[src/rtl/reg_bank_cmp_pkg.sv]
// Shared state encoding for the register-bank compare/scan controller.
package reg_bank_cmp_pkg;

    typedef enum logic [1:0] {
        ST_IDLE = 2'd0,
        ST_CMP  = 2'd1,
        ST_SCAN = 2'd2,
        ST_DONE = 2'd3
    } state_t;

endpackage

[src/rtl/cmp_mag_nb.sv]
// Combinational magnitude comparator, a relative to b.
// Signed ordering when REG_BANK_CMP_SIGNED_EN is defined, unsigned otherwise.
module cmp_mag_nb #(
    parameter int WIDTH = 4
) (
    input  logic [WIDTH-1:0] a,
    input  logic [WIDTH-1:0] b,
    output logic             lt,
    output logic             eq,
    output logic             gt
);

`ifdef REG_BANK_CMP_SIGNED_EN
    assign lt = ($signed(a) < $signed(b));
`else
    assign lt = (a < b);
`endif
    assign eq = (a == b);
    assign gt = ~lt & ~eq;

endmodule

[src/rtl/reg_bank_cmp.sv]
// Register bank with a pairwise compare and a linear minimum scan.
// Ordering is signed when REG_BANK_CMP_SIGNED_EN is defined (see cmp_mag_nb).
//
// state | meaning
// IDLE  | waiting for cmp_go / scan_go
// CMP   | two cycles: capture operands, then register lt/eq/gt
// SCAN  | walk r[1..DEPTH-1] keeping the strict running minimum
// DONE  | results valid for one cycle, back to IDLE
module reg_bank_cmp
    import reg_bank_cmp_pkg::*;
#(
    parameter int  WIDTH = 4,
    parameter int  DEPTH = 4,
    localparam int AW    = $clog2(DEPTH)
) (
    input  logic             clk,
    input  logic             clr,
    input  logic [DEPTH-1:0] ld,
    input  logic [WIDTH-1:0] din,
    input  logic [AW-1:0]    sel_a,
    input  logic [AW-1:0]    sel_b,
    input  logic             cmp_go,
    input  logic             scan_go,
    output logic             busy,
    output logic             valid,
    output logic             lt,
    output logic             eq,
    output logic             gt,
    output logic [AW-1:0]    min_idx,
    output logic [WIDTH-1:0] min_val
);

    state_t state_q, state_d;

    logic [WIDTH-1:0] r [DEPTH];
    logic [AW-1:0]    sel_a_q, sel_b_q;
    logic             cmp_ph_q;
    logic [WIDTH-1:0] opa_q, opb_q;
    logic [AW-1:0]    idx_q, run_idx_q;
    logic [WIDTH-1:0] run_min_q;
    logic [WIDTH-1:0] cur_val;
    logic             c_lt, c_eq, c_gt;
    logic             s_lt, s_eq, s_gt;
    logic             s_take;
    logic             scan_last;

    assign cur_val   = r[idx_q];
    assign s_take    = s_lt & ~(s_eq | s_gt);
    assign scan_last = (idx_q == AW'(DEPTH - 1));

    cmp_mag_nb #(.WIDTH(WIDTH)) u_cmp_ab (
        .a  (opa_q),
        .b  (opb_q),
        .lt (c_lt),
        .eq (c_eq),
        .gt (c_gt)
    );

    cmp_mag_nb #(.WIDTH(WIDTH)) u_cmp_scan (
        .a  (cur_val),
        .b  (run_min_q),
        .lt (s_lt),
        .eq (s_eq),
        .gt (s_gt)
    );

    always_ff @(posedge clk) begin
        if (clr) state_q <= ST_IDLE;
        else     state_q <= state_d;
    end

    always_comb begin
        state_d = state_q;
        busy    = (state_q != ST_IDLE);
        valid   = (state_q == ST_DONE);
        case (state_q)
            ST_IDLE: begin
                if (cmp_go)       state_d = ST_CMP;
                else if (scan_go) state_d = ST_SCAN;
            end
            ST_CMP:  if (cmp_ph_q)  state_d = ST_DONE;
            ST_SCAN: if (scan_last) state_d = ST_DONE;
            ST_DONE: state_d = ST_IDLE;
            default: state_d = ST_IDLE;
        endcase
    end

    always_ff @(posedge clk) begin
        if (clr) begin
            for (int i = 0; i < DEPTH; i++) r[i] <= '0;
            sel_a_q   <= '0;
            sel_b_q   <= '0;
            cmp_ph_q  <= 1'b0;
            opa_q     <= '0;
            opb_q     <= '0;
            idx_q     <= '0;
            run_idx_q <= '0;
            run_min_q <= '0;
            lt        <= 1'b0;
            eq        <= 1'b0;
            gt        <= 1'b0;
            min_idx   <= '0;
            min_val   <= '0;
        end else begin
            for (int i = 0; i < DEPTH; i++) begin
                if (ld[i]) r[i] <= din;
            end
            case (state_q)
                ST_IDLE: begin
                    if (cmp_go) begin
                        sel_a_q  <= sel_a;
                        sel_b_q  <= sel_b;
                        cmp_ph_q <= 1'b0;
                    end else if (scan_go) begin
                        run_min_q <= r[0];
                        run_idx_q <= '0;
                        idx_q     <= AW'(1);
                    end
                end
                ST_CMP: begin
                    // Operands are captured first so the comparator sees stable values.
                    if (!cmp_ph_q) begin
                        opa_q    <= r[sel_a_q];
                        opb_q    <= r[sel_b_q];
                        cmp_ph_q <= 1'b1;
                    end else begin
                        lt <= c_lt;
                        eq <= c_eq;
                        gt <= c_gt;
                    end
                end
                ST_SCAN: begin
                    if (s_take) begin
                        run_min_q <= cur_val;
                        run_idx_q <= idx_q;
                    end
                    idx_q <= idx_q + AW'(1);
                    if (scan_last) begin
                        min_idx <= s_take ? idx_q   : run_idx_q;
                        min_val <= s_take ? cur_val : run_min_q;
                    end
                end
                default: ;
            endcase
        end
    end

endmodule
[config.mk]
export PLATFORM = sky130hd
export DESIGN_NAME = reg_bank_cmp
export DESIGN_NICKNAME = d
export VERILOG_FILES = /design/src/rtl/reg_bank_cmp_pkg.sv /design/src/rtl/cmp_mag_nb.sv /design/src/rtl/reg_bank_cmp.sv
export SDC_FILE = /design/constraint.sdc
export NUM_CORES = 1
export LEC_CHECK = 0
export CORE_MARGIN = 4
export CORE_UTILIZATION = 55
export DETAILED_ROUTE_END_ITERATION = 8
export PLACE_DENSITY = 0.75
export SYNTH_ARGS = -nofsm -noshare
export SYNTH_HDL_FRONTEND = slang
export SYNTH_SLANG_ARGS = --single-unit
[constraint.sdc]
create_clock -name clk -period 2.8 [get_ports clk]
set_input_delay 0.56 -clock clk [delete_from_list [all_inputs] [get_ports clk]]
set_output_delay 0.56 -clock clk [all_outputs]
set_load 0.01 [all_outputs]
==> flow_summary.yaml, run 1 <==
run_status:
  status: "finished clean"
clock_network:
  ctsResizeCount: 0
  cts-root-buf: "clkbuf_8"
  cts.reportedPaths.clkPinSlew_ps: 100
  holdBufCountCts: 0
  clkSinkCount: 50
  ctsLongestPathBuffers: 2
  cts_buffers: 5
  worst_skew_pair.late_latency_ps: 310
  cts_setup_buffers: 0
  cts_tree: "built"
  h-tree-depth: 2
timing:
  fin_crit_sh_pct: 90.6
  tns_ps: 0
  max_freq_mhz: 394
  slew_headroom_pct: 64.5
  rsz0062_at_grt: "no"
  hold_viol_final: 0
  setup_viol: 0
  slew_violations: 0
  min_period_ps: 2540
  skew_ps: 10.3
  worstMarginPinSlew_ps: 531
floorplanning:
  start_util_pct: 57.9
  core-area_mm2: 0.00441
  die-area_mm2: 0.00580
  ioPinCount: 27
  die_h_um: 76.2
  die-width_um: 76.2
  fp-row-count: 24
setup_path:
  cp_max_fo: 9
  ff2ff_path_depth: 8
  end_kind: "register"
  reg2reg_to: "run_idx_q[1]$_SDFFE_PP0P_"
  regToRegSetupSlack_ps: 260
  worstPathRequired_ps: 3000
  start_kind: "register"
  path_class: "register to register"
  cp_slowest_cell: "mux4_2"
  crit_chain: "mux4_2, inv_1, ha_1, nand2b_4, a2111oi_4, a21oi_2, a21o_1, a31o_1"
  slowest_delay_ps: 560
  cp.arrival_ps: 2740
power_and_ir_drop:
  p_per_area_mw_per_mm2: 731
  comb_power_share_pct: 29.9
  p_switching_mw: 0.675
  swShare_pct: 31.0
  seq_power_share_pct: 42.5
  p_int_mw: 1.50
  ir_worst_vdd_v: 0.000377
  total_power_mw: 2.18
  p_clk_share_pct: 27.6
  p_leak_nw: 1.11
min_path:
  worstHoldStart: "lt$_SDFFE_PP0P_"
  holdPathStages: 2
  holdPathEnd: "lt$_SDFFE_PP0P_"
  hold_class: "register to register"
route:
  met1Wirelength_um: 2300
  vias_per_cell: 5.71
  drtIter0Drc: 117
  drt_pre_antenna_iters: 4
  wl_met3_um: 208
  dr_wl_met2_um: 2440
  drcViolationCount: 0
  vias: 1794
  postRouteAntennaNets: 0
  wirelength_um: 5020
  routedWlPerCell_um: 16.0
  highest_layer: "met4"
yosys:
  synth_edf_count: 16
  synth_area_mm2: 0.00256
  synth_nets: 266
  syn_avg_cell_area_um2: 10.8
  netlist-cell-type-count: 42
  synth_seq_cells: 50
  ys_seq_area_share_pct: 45.4
  async_flop_share_pct: 0
  netlist_instances: 237
  yosysWarnings: 0
  ys.flop_type: "dfxtp_1"
global_route:
  antenna_found_initial: 0
  grt_pass1_vias: 1789
  grt_overflow: 0
  grt_max_degree: 20
  grt_pass1_wl_um: 8600
  grtUsageTotal_pct: 18.5
cells_and_area:
  layout_common_cells: "dfxtp_1 (34), clkdlybuf4s50_1 (26), nand2_1 (25)"
  drive_above_1_share_pct: 13.0
  syn2layout_area_growth_pct: 16.6
  final_nets: 290
  antenna_cells: 0
  layout_commonest_cell: "dfxtp_1"
  fin_cells: 314
place:
  routabilityCongestion: 0.851
  io_buffer_count: 26
  dpl.cell_count: 306
  dp_hpwl_um: 3900
job:
  maxCapViolations: 0
## cell type report
type / count / area, um2
Clock buffer: 5 / 68.8
Clock inverter: 3 / 68.8
Fill cell: 349 / 1430
Inverter: 14 / 52.6
Multi-Input combinational cell: 162 / 1290
Sequential cell: 50 / 1160
Tap cell: 52 / 65.1
Timing Repair Buffer: 28 / 275
## stage by stage
step           util (%)  hold slack [ps]  area, um2  setup slack, ps
2_1_floorplan         -              436       2560              428
3_3_place_gp       64.4              445       2840              351
3_5_place_dp       64.4              450       2840              288
4_1_cts            67.5              461       2980              269
5_1_grt            67.5              494       2980              151
6_report           67.5              459       2980              263
## cells in the mapped netlist, types with 4 or more instances
| master | n | area [um2] |
|---|---|---|
| clkbuf_1 | 5 | 18.8 |
| a31oi_1 | 4 | 25.0 |
| nor2_1 | 6 | 22.5 |
| nand2b_1 | 4 | 25.0 |
| edfxtp_1 | 16 | 480 |
| and4_1 | 4 | 35.0 |
| ha_1 | 13 | 163 |
| or2_2 | 4 | 25.0 |
| inv_1 | 13 | 48.8 |
| and2_1 | 17 | 106 |
| nand2_1 | 25 | 93.8 |
| a21oi_1 | 22 | 110 |
| nor2b_1 | 6 | 37.5 |
| dfxtp_1 | 34 | 681 |
| o21ai_1 | 4 | 20.0 |
| o21ai_0 | 8 | 40.0 |
| mux2i_1 | 6 | 60.1 |
| nand3_1 | 5 | 25.0 |
| mux4_2 | 12 | 270 |
## metal layers
| metal | up-vias | global-route usage, % |
|---|---|---|
| met5 | - | 0 |
| met4 | 0 | 6.29 |
| met3 | 6 | 5.08 |
| met2 | 38 | 30.2 |
| met1 | 848 | 23.5 |
| li1 | 902 | - |
## state kept, by name, indices dropped and copies added, names as in the netlist, named ones only
signal / count
sel_a_q: 2
opa_q: 4
sel_b_q: 2
run_min_q: 4
min_idx: 2
cmp_ph_q: 1
idx_q: 2
r: 16
state_q: 2
eq: 1
opb_q: 4
gt: 1
run_idx_q: 2
min_val: 4
lt: 1
## worst max-delay path: cells and delay by family, from the launching register on
family          cells  cell delay, ps
simple gates        1             150
flops               1             480
fa+ha+maj           1             220
compound gates      4             950
buf+inv             1              80
mux                 1             560
## logic make-up after synthesis
| family | count (synthesis) | share of synthesized area [%] |
|---|---|---|
| AO/OA/AOI/OAI | 51 | 12.8 |
| buffers and inverters | 25 | 4.16 |
| AND/OR/NAND/NOR | 80 | 18.3 |
| flip-flops | 50 | 45.4 |
| adder cells (fa/ha/maj) | 13 | 6.36 |
| multiplexers | 18 | 12.9 |
## power groups by stage
stage	Clock, mW	Sequential, mW	Combinational, mW
after floorplan	0	0.905	0.535
after global placement	0	0.937	0.640
after detailed placement	0	0.941	0.647
after CTS	0.609	0.924	0.650
after global routing	0.646	0.941	0.728
final	0.602	0.925	0.652
## worst max path at each step
stage	depth (start not counted)	slack, ps	endpoint
2_1_floorplan	8	430	run_idx_q[0]$_SDFFE_PP0P_
3_3_place_gp	8	350	run_idx_q[0]$_SDFFE_PP0P_
3_5_place_dp	8	290	run_idx_q[1]$_SDFFE_PP0P_
4_1_cts	8	270	run_idx_q[1]$_SDFFE_PP0P_
5_1_grt	8	150	run_idx_q[0]$_SDFFE_PP0P_
6_report	8	260	run_idx_q[1]$_SDFFE_PP0P_
Note: power is estimated with default switching activity, not from simulation.
==> run 2: changes to the inputs <==
==> constraint.sdc (replaced) <==
create_clock -name clk -period 2.7 [get_ports clk]
set_input_delay 0.54 -clock clk [delete_from_list [all_inputs] [get_ports clk]]
set_output_delay 0.54 -clock clk [all_outputs]
set_load 0.01 [all_outputs]
==> run 2 against run 1 <==
Effect of this change:
- routed wire length shrank 1.4%
- hold slack got worse by 1.5 ps
- worst setup slack got worse by 96 ps
- sequential cell count unchanged
- register-to-register slack got worse by 96 ps
- sequential share of layout area unchanged
- sequential power rose by 3.6%
- final area unchanged
- count of clock-buffer cells in the layout stayed put
- global-route usage fell by 0.48 points
- clock power grew 3%
- critical path depth unchanged
- largest power group unchanged
==> flow_summary.yaml, run 2 (synthesis results as in run 1) <==
global_route:
  grt_max_degree: 20
  grtUsageTotal_pct: 18.0
  grt_overflow: 0
  grt_pass1_wl_um: 8470
  busiest_layer: "met2"
  grt_pass1_vias: 1783
  use_met3_pct: 4.14
  use_met2_pct: 30.2
  antenna_found_initial: 0
  use_met1_pct: 22.4
min_path:
  hold_class: "register to register"
  worstHoldStart: "lt$_SDFFE_PP0P_"
  holdPathEnd: "lt$_SDFFE_PP0P_"
  holdPathStages: 2
route:
  drt_pre_antenna_iters: 6
  postRouteAntennaNets: 0
  wirelength_um: 4950
  drcViolationCount: 0
  routedWlPerCell_um: 15.8
  vias: 1780
  drtIter0Drc: 75
  vias_per_cell: 5.67
timing:
  slew_violations: 0
  holdWs_ps: 457
  worstMarginPinSlew_ps: 532
  setup_slack_ps: 167
  setup_viol: 0
  tns_ps: 0
  max_freq_mhz: 395
  hold_viol_final: 0
  fin_crit_sh_pct: 93.8
  skew_ps: 9.05
  slew_headroom_pct: 64.6
  min_period_ps: 2530
  rsz0062_at_grt: "no"
clock_network:
  cts.reportedPaths.clkPinSlew_ps: 90
  clkSinkCount: 50
  worst_skew_pair.late_latency_ps: 310
  ctsResizeCount: 0
  cts_tree: "built"
  cts_setup_buffers: 0
  h-tree-depth: 2
  ctsLongestPathBuffers: 2
  cts-root-buf: "clkbuf_8"
  cts_buffers: 5
  holdBufCountCts: 0
setup_path:
  path_class: "register to register"
  worstPathRequired_ps: 2900
  regToRegSetupSlack_ps: 170
  reg2reg_to: "run_idx_q[0]$_SDFFE_PP0P_"
  slowest_delay_ps: 560
  cp_max_fo: 9
  cp.arrival_ps: 2730
  crit_chain: "mux4_2, inv_1, ha_1, nand2b_4, a2111oi_4, a21oi_2, a21o_1, a31o_1"
  cp_top_family: "compound AO/OA/AOI/OAI gates"
  cp_slowest_cell: "mux4_2"
  start_kind: "register"
  path_buf_inv: 1
  ff2ff_path_depth: 8
  end_kind: "register"
job:
  maxCapViolations: 0
cells_and_area:
  fin_cells: 314
  final_nets: 290
  layout_commonest_cell: "dfxtp_1"
  top_register: "r"
  antenna_cells: 0
  fill_cells: 350
  layout_common_cells: "dfxtp_1 (34), clkdlybuf4s50_1 (26), nand2_1 (25)"
  largest_register_ff_count: 16
  syn2layout_area_growth_pct: 16.6
  drive_above_1_share_pct: 13.0
floorplanning:
  fp-row-count: 24
  start_util_pct: 57.9
  die_h_um: 76.2
  die-area_mm2: 0.00580
  ioPinCount: 27
  core-area_mm2: 0.00441
  die-width_um: 76.2
power_and_ir_drop:
  total_power_mw: 2.25
  p_leak_nw: 1.11
  p_per_area_mw_per_mm2: 754
  ir_worst_vdd_v: 0.000425
place:
  dp_hpwl_um: 3880
  dpl.cell_count: 306
  dp_slack_ps: 190
  io_buffer_count: 26
  routabilityCongestion: 0.851
run_status:
  status: "finished clean"
run 2: cell counts in the layout (fill, tap and decap cells not counted):
No cell type changed its count.
run 2: tightest hold or removal path, cell delays in order, from the launching register on:
cell     delay, ps
dfxtp_1        320
nand2_1         50
a21oi_1         50
run 2: cell type report:
cell class | count | area (um2) | area share, %
Tap cell | 52 | 65.1 | 2.18
Clock buffer | 5 | 68.8 | 2.31
Multi-Input combinational cell | 162 | 1290 | 43.2
Sequential cell | 50 | 1160 | 39.0
Inverter | 14 | 52.6 | 1.76
Clock inverter | 3 | 68.8 | 2.31
Timing Repair Buffer | 28 | 275 | 9.24
run 2: per-layer routing:
layer,vias up,routed length (um)
li1,903,-
met3,10,166
met4,0,91
met5,-,0
met2,26,2390
met1,841,2300
run 2: stage by stage:
stage	util [%]	instance area, um2
global route	67.5	2980
floorplan	-	2560
finish	67.5	2980
global placement	64.4	2840
CTS	67.5	2980
detailed placement	64.4	2840
run 2: how the worst max path moves through the flow:
| stage | from | end | slack [ps] | cells after the start |
|---|---|---|---|---|
| 2_1_floorplan | register | run_idx_q[0]$_SDFFE_PP0P_ | 330 | 8 |
| 3_3_place_gp | register | run_idx_q[0]$_SDFFE_PP0P_ | 250 | 8 |
| 3_5_place_dp | register | run_idx_q[1]$_SDFFE_PP0P_ | 190 | 8 |
| 4_1_cts | register | run_idx_q[0]$_SDFFE_PP0P_ | 170 | 8 |
| 5_1_grt | register | run_idx_q[0]$_SDFFE_PP0P_ | 60 | 8 |
| 6_report | register | run_idx_q[0]$_SDFFE_PP0P_ | 170 | 8 |
run 2: where the power goes:
group          total, mW  switching [mW]  leakage (nW)  internal, mW
registers          0.958          0.0928         0.448         0.865
clock network      0.619           0.248        0.0683         0.371
logic              0.671           0.349         0.598         0.323
==> run 3: changes to the inputs <==
--- a/config.mk
+++ b/config.mk
@@ -5,6 +5,7 @@
 export SDC_FILE = /design/constraint.sdc
 export NUM_CORES = 1
 export LEC_CHECK = 0
+export ABC_CLOCK_PERIOD_IN_PS = 2700
 export CORE_MARGIN = 4
 export CORE_UTILIZATION = 55
 export DETAILED_ROUTE_END_ITERATION = 8
==> results of run 3 <==
The final DEF is identical to that of run 2; final timing and power are the same.
==> RTL edit, RTL diff (settings of run 2) <==
Encoding of `state_t`: now Gray code (2 bits for 4 states).
--- a/src/rtl/reg_bank_cmp_pkg.sv
+++ b/src/rtl/reg_bank_cmp_pkg.sv
@@ -4,6 +4,6 @@
     typedef enum logic [1:0] {
-        ST_IDLE = 2'd0,
-        ST_CMP  = 2'd1,
-        ST_SCAN = 2'd2,
-        ST_DONE = 2'd3
+        ST_IDLE = 2'b00,
+        ST_CMP  = 2'b01,
+        ST_SCAN = 2'b11,
+        ST_DONE = 2'b10
     } state_t;
Formal check against the unedited RTL: no difference found for any inputs over 10 cycles, from zero or initial values; not proved beyond that.
==> RTL edit against run 2 <==
- core utilization shrank 1.4 points
- critical path depth shrank 2
- sequential cell count is the same
- maximum frequency grew 2.4%
- worst setup slack gained 0.061 ns
- cell area shrank 1.4%
- synthesized area grew 0.15%
- wire length shrank 1.4%
- final cell count grew 3.2%
- via count grew 2.9%
- critical path type unchanged
- critical endpoint is now min_idx[0]
Power is not compared: it rests on default switching activity, and its combinational part moved more than twofold at a synthesized area within 25%.
==> RTL edit: results <==
layout:
  layout.nonclk_buf_share_pct: 9.37
  fill_cells: 381
  seq_share_pct: 39.5
  multi_input_area_mm2: 0.00128
  inverters: 13
  nClkBuffers: 6
  layout.nets: 296
  clockNetworkAreaShare_pct: 3.79
  nMultiInputCombCells: 173
place:
  post-place-ws_ns: 0.186
  dp.cells: 316
  numPortBuffers: 26
  dp_hpwl_um: 3740
  gp_congestion: 0.879
  post_dp_cell_area_mm2: 0.00282
synth:
  muxShareOfSynthArea_pct: 13.3
  ys_seq_area_share_pct: 45.4
  synth_common_cells: "dfxtp_1, nand2_1, nor2_1"
  synthAdderAreaFrac_pct: 4.40
  synth_compound_area_share_pct: 12.0
  synth_area_leaders: "dfxtp_1, edfxtp_1, mux4_2"
timing:
  skew_ns: 0.00895
  holdWs_ns: 0.459
  period_needed_ns: 2.47
  worst_pin_slew_ns: 0.731
  slew_violations: 0
drt:
  dr.pass1.iters: 4
  wl_met1_um: 2260
  drt_wl_total_um: 4880
  first_iter_violations: 148
  wire_per_inst_um: 15.1
  wl_met3_um: 219
  viasPerCell: 5.65
  wl_met2_um: 2320
critical_path:
  rrSetupSlack_ns: 0.23
  crit_family: "compound AO/OA/AOI/OAI gates"
  critPathCapture: "min_idx[0]"
  max_stage_delay_ns: 0.59
  ff2ff_path_depth: 6
  critPathMaxFanout: 10
grt:
  grt_usage_pct: 18.0
  grt_max_degree: 23
  grtUsageMet3_pct: 3.55
  met1_usage_pct: 23.4
  grt_pass1_wl_um: 8520
  met2_usage_pct: 30.2
power_and_ir_drop:
  leakagePower_nw: 1.02
  ir_drop_uv: 316
clock_tree:
  ctsRootBufferMaster: "clkbuf_8"
  clk_latency_ns: 0.31
  cts.sinks: 50
outcome:
  status: "finished clean"
[RTL edit: cell count changes after synthesis, moves of 4 or more]
cell	run 2	this run
nor2_1	6	19
a21oi_1	22	15
clkbuf_1	5	12
o21ai_0	8	2
nand2_1	25	20
a311oi_1	2	6
ha_1	13	9
nand3b_1	0	4
o211ai_1	0	4
[RTL edit: worst min path at each step]
stage / start / endpoint / depth (start not counted)
2_1_floorplan: opa_q[0] / opa_q[0] / 2
3_3_place_gp: gt / gt / 2
3_5_place_dp: gt / gt / 2
4_1_cts: gt / gt / 2
5_1_grt: gt / gt / 2
6_report: lt / lt / 2
[RTL edit: power by group]
part / internal (mW) / switching [mW] / leakage, nW / total (mW)
Combinational: 0.146 / 0.157 / 0.511 / 0.303
Sequential: 0.825 / 0.0531 / 0.449 / 0.878
Clock: 0.246 / 0.263 / 0.0588 / 0.509
